**config.mk**
```make
export PLATFORM = sky130hd
export DESIGN_NAME = imem_loader
export DESIGN_NICKNAME = d
export VERILOG_FILES = /design/src/rtl/imem_loader.sv
export SDC_FILE = /design/constraint.sdc
export NUM_CORES = 1
export LEC_CHECK = 0
export ABC_AREA = 1
export CORE_UTILIZATION = 26
export DETAILED_ROUTE_END_ITERATION = 8
export GPL_TIMING_DRIVEN = 0
export MAX_ROUTING_LAYER = met4
export SYNTH_ARGS = -nofsm -noshare
export SYNTH_HDL_FRONTEND = slang
export SYNTH_SLANG_ARGS = --single-unit
```
**constraint.sdc**
```tcl
create_clock -name clk -period 7.4 [get_ports clk]
set_clock_uncertainty 0.2 [all_clocks]
set_input_delay 0.74 -clock clk [delete_from_list [all_inputs] [get_ports clk]]
set_output_delay 0.74 -clock clk [all_outputs]
set_load 0.01 [all_outputs]
```
**src/rtl/imem_loader.sv**
```systemverilog
// rtl/imem_loader.sv - byte-stream boot loader that fills instruction memory and holds the core in reset until done
// Optional trailing XOR checksum byte: define IMEM_LOADER_CHECKSUM_EN.
module imem_loader #(
  parameter int ADDR_W = 8,
  parameter int DEPTH  = 256
) (
  input  logic              clk,
  input  logic              rst,
  input  logic              start,
  input  logic              byte_valid,
  input  logic [7:0]        byte_data,
  output logic              byte_ready,
  output logic              mem_request,
  output logic              mem_re_we,
  output logic [3:0]        mem_mask,
  output logic [ADDR_W-1:0] mem_address,
  output logic [31:0]       mem_data_in,
  output logic              core_rst,
  output logic              done,
  output logic              error
);

  typedef enum logic [2:0] {
    S_IDLE, S_HDR, S_DATA, S_WRITE, S_DONE, S_ERR, S_CHK
  } state_t;

`ifdef IMEM_LOADER_CHECKSUM_EN
  localparam state_t S_FINISH = S_CHK;
`else
  localparam state_t S_FINISH = S_DONE;
`endif

  state_t              state, next_state;
  logic [1:0]          byte_cnt;
  logic [31:0]         word_count;
  logic [31:0]         asm_word;
  logic [ADDR_W-1:0]   word_index;
  logic [7:0]          xor_sum;
  logic                accept;
  logic                last_byte;
  logic                restart;
  logic [31:0]         hdr_full;
  logic [31:0]         data_full;

  assign accept    = byte_valid && byte_ready;
  assign last_byte = (byte_cnt == 2'd3);
  assign restart   = start && (state == S_IDLE || state == S_DONE || state == S_ERR);
  // Bytes arrive LSB first, so each new byte shifts in from the top.
  assign hdr_full  = {byte_data, word_count[31:8]};
  assign data_full = {byte_data, asm_word[31:8]};

  assign mem_request = (state == S_WRITE);
  assign mem_re_we   = (state == S_WRITE);
  assign mem_mask    = {4{state == S_WRITE}};

  always_ff @(posedge clk or posedge rst) begin
    if (rst) state <= S_IDLE;
    else     state <= next_state;
  end

  always_comb begin
    next_state = state;
    byte_ready = 1'b0;
    case (state)
      S_IDLE: if (start) next_state = S_HDR;
      S_HDR: begin
        byte_ready = 1'b1;
        if (accept && last_byte) begin
          if (hdr_full == 32'd0)              next_state = S_FINISH;
          else if (hdr_full > 32'(DEPTH))     next_state = S_ERR;
          else                                next_state = S_DATA;
        end
      end
      S_DATA: begin
        byte_ready = 1'b1;
        if (accept && last_byte) next_state = S_WRITE;
      end
      S_WRITE: begin
        if (32'(word_index) + 32'd1 == word_count) next_state = S_FINISH;
        else                                       next_state = S_DATA;
      end
      S_DONE: if (start) next_state = S_HDR;
      S_ERR:  if (start) next_state = S_HDR;
`ifdef IMEM_LOADER_CHECKSUM_EN
      S_CHK: begin
        byte_ready = 1'b1;
        if (accept) next_state = (byte_data == xor_sum) ? S_DONE : S_ERR;
      end
`endif
      default: next_state = S_IDLE;
    endcase
  end

  always_ff @(posedge clk or posedge rst) begin
    if (rst) begin
      byte_cnt    <= 2'd0;
      word_count  <= 32'd0;
      asm_word    <= 32'd0;
      word_index  <= '0;
      xor_sum     <= 8'd0;
      mem_address <= '0;
      mem_data_in <= 32'd0;
      core_rst    <= 1'b1;
      done        <= 1'b0;
      error       <= 1'b0;
    end else begin
      // Status flags are registered from next_state so core_rst never glitches.
      core_rst <= (next_state != S_DONE);
      done     <= (next_state == S_DONE);
      error    <= (next_state == S_ERR);
      if (restart) begin
        byte_cnt   <= 2'd0;
        word_count <= 32'd0;
        asm_word   <= 32'd0;
        word_index <= '0;
        xor_sum    <= 8'd0;
      end else if (state == S_WRITE) begin
        word_index <= word_index + 1'b1;
      end else if (accept) begin
        byte_cnt <= byte_cnt + 2'd1;
        if (state == S_HDR) word_count <= hdr_full;
        if (state == S_DATA) begin
          asm_word <= data_full;
          xor_sum  <= xor_sum ^ byte_data;
          if (last_byte) begin
            mem_address <= word_index;
            mem_data_in <= data_full;
          end
        end
      end
    end
  end

endmodule
```
==> results.toml, run 1 <==
[global_routing]
grt_usage_pct = 13.1
gr-total-overflow = 0
grt_pass1_wl_mm = 19.0
grt_pass1_vias = 3706
grt_max_degree = 68
antenna_found_initial = 0

[cells_and_area]
syn_to_final_growth_pct = 25.7
drive_above_1_share_pct = 8.41
antennaDiodeCount = 0
fin_cells = 847
nets = 627

[yosys]
synth_seq_area_share_pct = 58.1
syn_avg_cell_area_um2 = 8.94
synth_adder_area_share_pct = 0.519
synth_top_area_share_pct = 57.6
synth_area_mm2 = 0.00483
synth_area_leaders = "dfrtp_1 58%, nand2_1 9.6%, inv_1 6.0%"
synth_cells = 540
synth_top_area_cell = "dfrtp_1"
synth_warnings = 0
synthArstFlopShare_pct = 100
synth_ff_type = "dfrtp_1"
synthXorXnorAreaFrac_pct = 0.726
synth.area.mux_share_pct = 2.33
synth-simple-area-share_pct = 17.8
netlist-cell-type-count = 28
synth_compound_area_share_pct = 11.5
synth_edf_count = 0
synth_top_family_by_area = "simple AND/OR/NAND/NOR gates"
syn_nets = 554
ys_seq_elements = 112

[worst_setup_path]
critical_path_class = "reg2out"
startpoint_type = "flip-flop"
worst_setup_path_end_kind = "output port"
arrival_ns = 2.30
crit_required_ns = 6.46
crit_fanout = 10

[route]
viasPerCell = 4.37
drtIter0Drc = 294
wirelength_mm = 11.1
ant_nets = 0
wl_per_cell_um = 13.1
drc = 12
drt_pass1_iterations = 7
num_vias = 3698

[clocking]
path_clk_slew_ns = 0.07
cts_resized = 0
htreeDepth = 3
ctsHoldBuffers = 0
cts_buffer_depth = 2
clock-root-buffer = "clkbuf_16"
clock_latency_ns = 0.36
cts_setup_buffers = 0
numCtsBuffers = 9
cts_tree = "done"
cts.sinks = 112

[timing]
setup_viol = 0
period_share_pct = 43.7
slew_violations = 0
fin_crit_ns = 3.24
slew-limit-headroom_pct = 52.1
finalSetupTns_ns = 0
hold_viol = 0
max_freq_mhz = 309
tightest_slew_ns = 0.716
rsz0062_at_grt = "no"

[die]
die-area_mm2 = 0.0191
core.rowCount = 49
io_pins = 62
die_x_um = 138
core_mm2 = 0.0181
die_h_um = 138
initial_core_util_pct = 26.7

[power_and_ir_drop]
p_leak_nw = 2.83
vdd_drop_max_uv = 165
pwr_density_cell_mw_per_mm2 = 298

[placed_design]
io_buffer_count = 61
gp_congestion = 0.815
place_inst = 831
hpwl_mm = 8.21

[run_status]
status = "finished with violations"
violations = "design-rule violations"

[job]
maxCapViolCount = 0

[min_path]
hold_path_class = "reg2reg"
[cells by family (layout without fill, tap and decap cells)]
kind of cell / Yosys count / count (layout)
multiplexers: 8 / 8
AO/OA/AOI/OAI: 104 / 104
flip-flops: 112 / 112
buffers and inverters: 106 / 184
XOR/XNOR: 4 / 4
adder cells (fa/ha/maj): 2 / 2
AND/OR/NAND/NOR: 204 / 204
[flip-flops by register name (all words and copies together), names as in the netlist]
signal and count:
asm_word 24, byte_cnt 2, core_rst 1, done 1
error 1, mem_address 8, mem_data_in 32, state 3
word_count 32, word_index 8
[path summary, 6_finish.rpt]
kind                                        startpoint                           to  slack [ns]  cells past startpoint
setup / recovery                    state[0]$_DFF_PP0_                  mem_mask[1]        4.16                      6
hold / removal             mem_data_in[28]$_DFFE_PP0P_  mem_data_in[28]$_DFFE_PP0P_        0.28                      2
setup reg to reg                    state[0]$_DFF_PP0_    word_index[6]$_DFFE_PP0P_        5.13                      7
hold reg to reg            mem_data_in[28]$_DFFE_PP0P_  mem_data_in[28]$_DFFE_PP0P_        0.28                      2
max in group asynchronous                          rst           core_rst$_DFF_PP1_        5.61                      3
min in group asynchronous                          rst  mem_data_in[17]$_DFFE_PP0P_        0.60                      2
[stage by stage]
stage	area [um^2]	worst slack, ns	utilization [%]	hold slack, ns	power (mW)
after floorplan	4830	3.50	-	0.266	1.17
final	6070	4.16	33.6	0.285	1.81
after CTS	6070	4.12	33.6	0.291	1.82
after global placement	5720	1.82	31.6	0.268	1.29
after detailed placement	5750	4.50	31.8	0.273	1.31
after global routing	6070	3.94	33.6	0.314	1.94
[routing by layer]
layer	share of wire, %	track usage [%]	routed length, um
met1	50	17.3	5600
met3	2.9	2.74	327
met2	45	19.4	5010
met4	1.6	5.32	178
met5	0	-	0
[report_power, final]
part / total, mW / internal, mW / switching, mW
Sequential: 0.840 / 0.754 / 0.0852
Clock: 0.515 / 0.284 / 0.231
Combinational: 0.452 / 0.161 / 0.291
Total: 1.81 / 1.20 / 0.607
[cells in the final DEF, fill, tap and decap left out, types with 2 or more instances in the layout]
cell             Yosys  layout
a21oi_1              4       4
buf_1                3       3
buf_2                8       8
buf_4                5       5
clkbuf_1             8       8
clkbuf_16            0       9
clkbuf_8             0       2
clkdlybuf4s50_1      0      61
dfrtp_1            111     111
ha_1                 2       2
inv_1               77      76
inv_2                4       4
mux2_2               2       2
mux2_4               6       6
nand2_1            123     123
nand2_2              4       4
nand3_1             37      37
nand4_1              3       3
nor2_1              33      33
o21ai_0             57      57
o21ai_1             16      16
o22ai_1             26      26
xor2_1               3       3
[cells in the mapped netlist, types with 3 or more instances]
| library cell | n |
|---|---|
| dfrtp_1 | 111 |
| xor2_1 | 3 |
| a21oi_1 | 4 |
| buf_4 | 5 |
| o21ai_0 | 57 |
| nand2_2 | 4 |
| buf_1 | 3 |
| o21ai_1 | 16 |
| nand3_1 | 37 |
| inv_2 | 4 |
| nor2_1 | 33 |
| mux2_4 | 6 |
| clkbuf_1 | 8 |
| inv_1 | 77 |
| buf_2 | 8 |
| nand2_1 | 123 |
| nand4_1 | 3 |
| o22ai_1 | 26 |
[final cells by class]
class,instances,area [um^2]
timing repair buffer,62,638
multi-input combinational,322,1590
sequential,112,2800
buffer,25,130
tap,229,287
fill,1861,12000
clock inverter,5,62.6
inverter,81,307
clock buffer,11,253
[worst max-delay path, cell delays in order (launching register included)]
cell and delay (ns):
dfrtp_1 0.35, inv_1 0.10, nor2_1 0.14, inv_1 0.07, nor2_1 0.55, buf_4 0.22
clkdlybuf4s50_1 0.53
Note: power is estimated with default switching activity, not from simulation.
==> run 2: changes to the inputs <==
==> constraint.sdc (replaced) <==
create_clock -name clk -period 2.8 [get_ports clk]
set_clock_uncertainty 0.2 [all_clocks]
set_input_delay 0.28 -clock clk [delete_from_list [all_inputs] [get_ports clk]]
set_output_delay 0.28 -clock clk [all_outputs]
set_load 0.01 [all_outputs]
==> run 2 against run 1 <==
  * The flow still finishes with violations (design-rule violations)
  * First-iteration DRC count decreased by 8.5%
  * Via count increased by 0.87%
  * Sequential power increased to 2.6 times the previous value
  * Utilization decreased by 0.076 points
  * Critical path depth unchanged
  * Flip-flop and latch count unchanged
  * Final cell count increased by 0.12%
  * Combinational power increased to 2.7 times the previous value
  * Hold slack got worse by 0.092 ns
  * Setup slack got worse by 3.9 ns
  * Critical path type unchanged
  * Largest power group unchanged
==> results.toml, run 2 (synthesized netlist as in run 1, its figures left out) <==
[run_status]
status = "finished with violations"
violations = "design-rule violations"

[cells_and_area]
seq_area_mm2 = 0.00280
syn_to_final_growth_pct = 25.5
multi_input_area_mm2 = 0.00159
drive_above_1_share_pct = 8.40
layout_commonest_cell = "nand2_1"
antennaDiodeCount = 0
fill_cells = 1837
final_cell_mix = "123 x nand2_1, 111 x dfrtp_1, 76 x inv_1"
top_regs = "mem_data_in x32, word_count x32, asm_word x24"
nets = 628

[global_routing]
gr-total-overflow = 0
grt_pass1_wl_mm = 18.5
grt_pass1_vias = 3602
grt_max_degree = 43
antenna_found_initial = 0
grt_usage_pct = 12.7

[die]
core.rowCount = 49
die_h_um = 138
die-area_mm2 = 0.0191
core_mm2 = 0.0181
die_x_um = 138
io_pins = 62
initial_core_util_pct = 26.7

[power_and_ir_drop]
switching_power_mw = 1.58
finalPower_mw = 4.66
pwr-share-clk_pct = 26.6
p_leak_nw = 2.82
pwr_density_cell_mw_per_mm2 = 769
internal_power_mw = 3.08
seqPwrFrac_pct = 47.6
p_sw_share_pct = 33.9
pwr-share-comb_pct = 25.8
vdd_drop_max_uv = 321

[route]
wl_per_cell_um = 13.1
viasPerCell = 4.40
drt_pass1_iterations = 7
ant_nets = 0
num_vias = 3730
wirelength_mm = 11.1
drc = 11
drtIter0Drc = 269

[timing]
rsz0062_at_grt = "no"
fin_ws_ns = 0.258
slew-limit-headroom_pct = 51.0
hold_viol = 0
period_share_pct = 90.8
max_freq_mhz = 393
tightest_slew_ns = 0.734
fin_crit_ns = 2.54
slew_violations = 0
setup_viol = 0

[job]
maxCapViolCount = 0

[clocking]
cts.sinks = 112
cts_buffer_depth = 2
numCtsBuffers = 9
clock_latency_ns = 0.35
clock-root-buffer = "clkbuf_16"
ctsHoldBuffers = 0
path_clk_slew_ns = 0.07
htreeDepth = 3
cts_tree = "done"

[worst_setup_path]
crit_fanout = 10
worst_setup_path_end_kind = "output port"
worstSetupStartpoint = "state[0]$_DFF_PP0_"
startpoint_type = "flip-flop"
rr_worst_depth = 9
arrival_ns = 2.06
r2r-start = "state[2]$_DFF_PP0_"
critical_path_class = "reg2out"
crit_required_ns = 2.32

[placed_design]
io_buffer_count = 61
hpwl_mm = 8.32
dp_slack_ns = 0.375
gp_congestion = 0.799

[min_path]
hold_path_class = "in2async"
-- run 2: cell types whose count changed in the layout (fill, tap and decap cells not counted), sizes merged --
cell and delta:
clkinvlp +1, clkbuf +2, clkinv -1, bufinv -1
buf +1, inv -1
-- run 2: repair_timing --
| item | 4_1_cts | 5_1_grt |
|---|---|---|
| setup endpoints to repair | 5 | 0 |
| resized for setup | 1 | 0 |
| buffers inserted | 0 | 0 |
-- run 2: final cells by class --
class / count / share of cell area [%]
Buffer: 25 / 2.15
Timing Repair Buffer: 63 / 10.7
Multi-Input combinational cell: 322 / 26.3
Clock buffer: 13 / 4.30
Inverter: 81 / 5.08
Sequential cell: 112 / 46.3
Clock inverter: 3 / 0.413
Tap cell: 229 / 4.73
-- run 2: worst max-delay path: stages, from the launching register on --
cell and delay (ns):
dfrtp_1 0.35, inv_1 0.10, nor2_1 0.14, inv_1 0.08, nor2_2 0.34, buf_4 0.18
clkdlybuf4s50_1 0.52
-- run 2: stage by stage --
stage | instances | area [um^2] | TNS, ns | hold slack, ns | util (%)
final | 848 | 6050 | 0 | 0.193 | 33.5
after global routing | 848 | 6050 | 0 | 0.270 | 33.5
after CTS | 848 | 6050 | 0 | 0.206 | 33.5
after detailed placement | 832 | 5770 | 0 | 0.279 | 31.9
after global placement | 830 | 5730 | -17.82 | 0.272 | 31.7
after floorplan | 540 | 4830 | 0 | 0.246 | -
-- run 2: worst paths after layout --
path | end | slack [ns]
setup / recovery | mem_mask[3] | 0.26
setup reg to reg | mem_address[0]$_DFFE_PP0P_ | 0.62
max in group asynchronous | mem_address[5]$_DFFE_PP0P_ | 1.30
hold / removal | mem_data_in[23]$_DFFE_PP0P_ | 0.19
hold reg to reg | mem_address[6]$_DFFE_PP0P_ | 0.29
min in group clk | mem_address[6]$_DFFE_PP0P_ | 0.29
-- run 2: power by group through the flow --
stage / sequential (mW) / combinational, mW / clock, mW
after detailed placement: 2.25 / 1.20 / 0
after global placement: 2.24 / 1.18 / 0
after global routing: 2.27 / 1.38 / 1.33
final: 2.22 / 1.20 / 1.24
after CTS: 2.22 / 1.21 / 1.27
after floorplan: 2.19 / 0.904 / 0
-- run 2: per-layer routing --
metal | up-vias | global-route usage [%] | part of all wire [%]
met2 | 70 | 18.9 | 45
met4 | 0 | 5.56 | 2.3
li1 | 1890 | - | -
met5 | - | - | 0
met1 | 1754 | 16.6 | 49
met3 | 16 | 2.70 | 4.3
==> run 3: changes to the inputs <==
--- a/config.mk
+++ b/config.mk
@@ -7,6 +7,7 @@
 export LEC_CHECK = 0
 export ABC_AREA = 1
 export CORE_UTILIZATION = 26
+export CTS_CLUSTER_DIAMETER = 30
 export DETAILED_ROUTE_END_ITERATION = 8
 export GPL_TIMING_DRIVEN = 0
 export MAX_ROUTING_LAYER = met4
==> results of run 3 <==
Same layout as run 2: the final DEF is identical, and so are final timing and power.
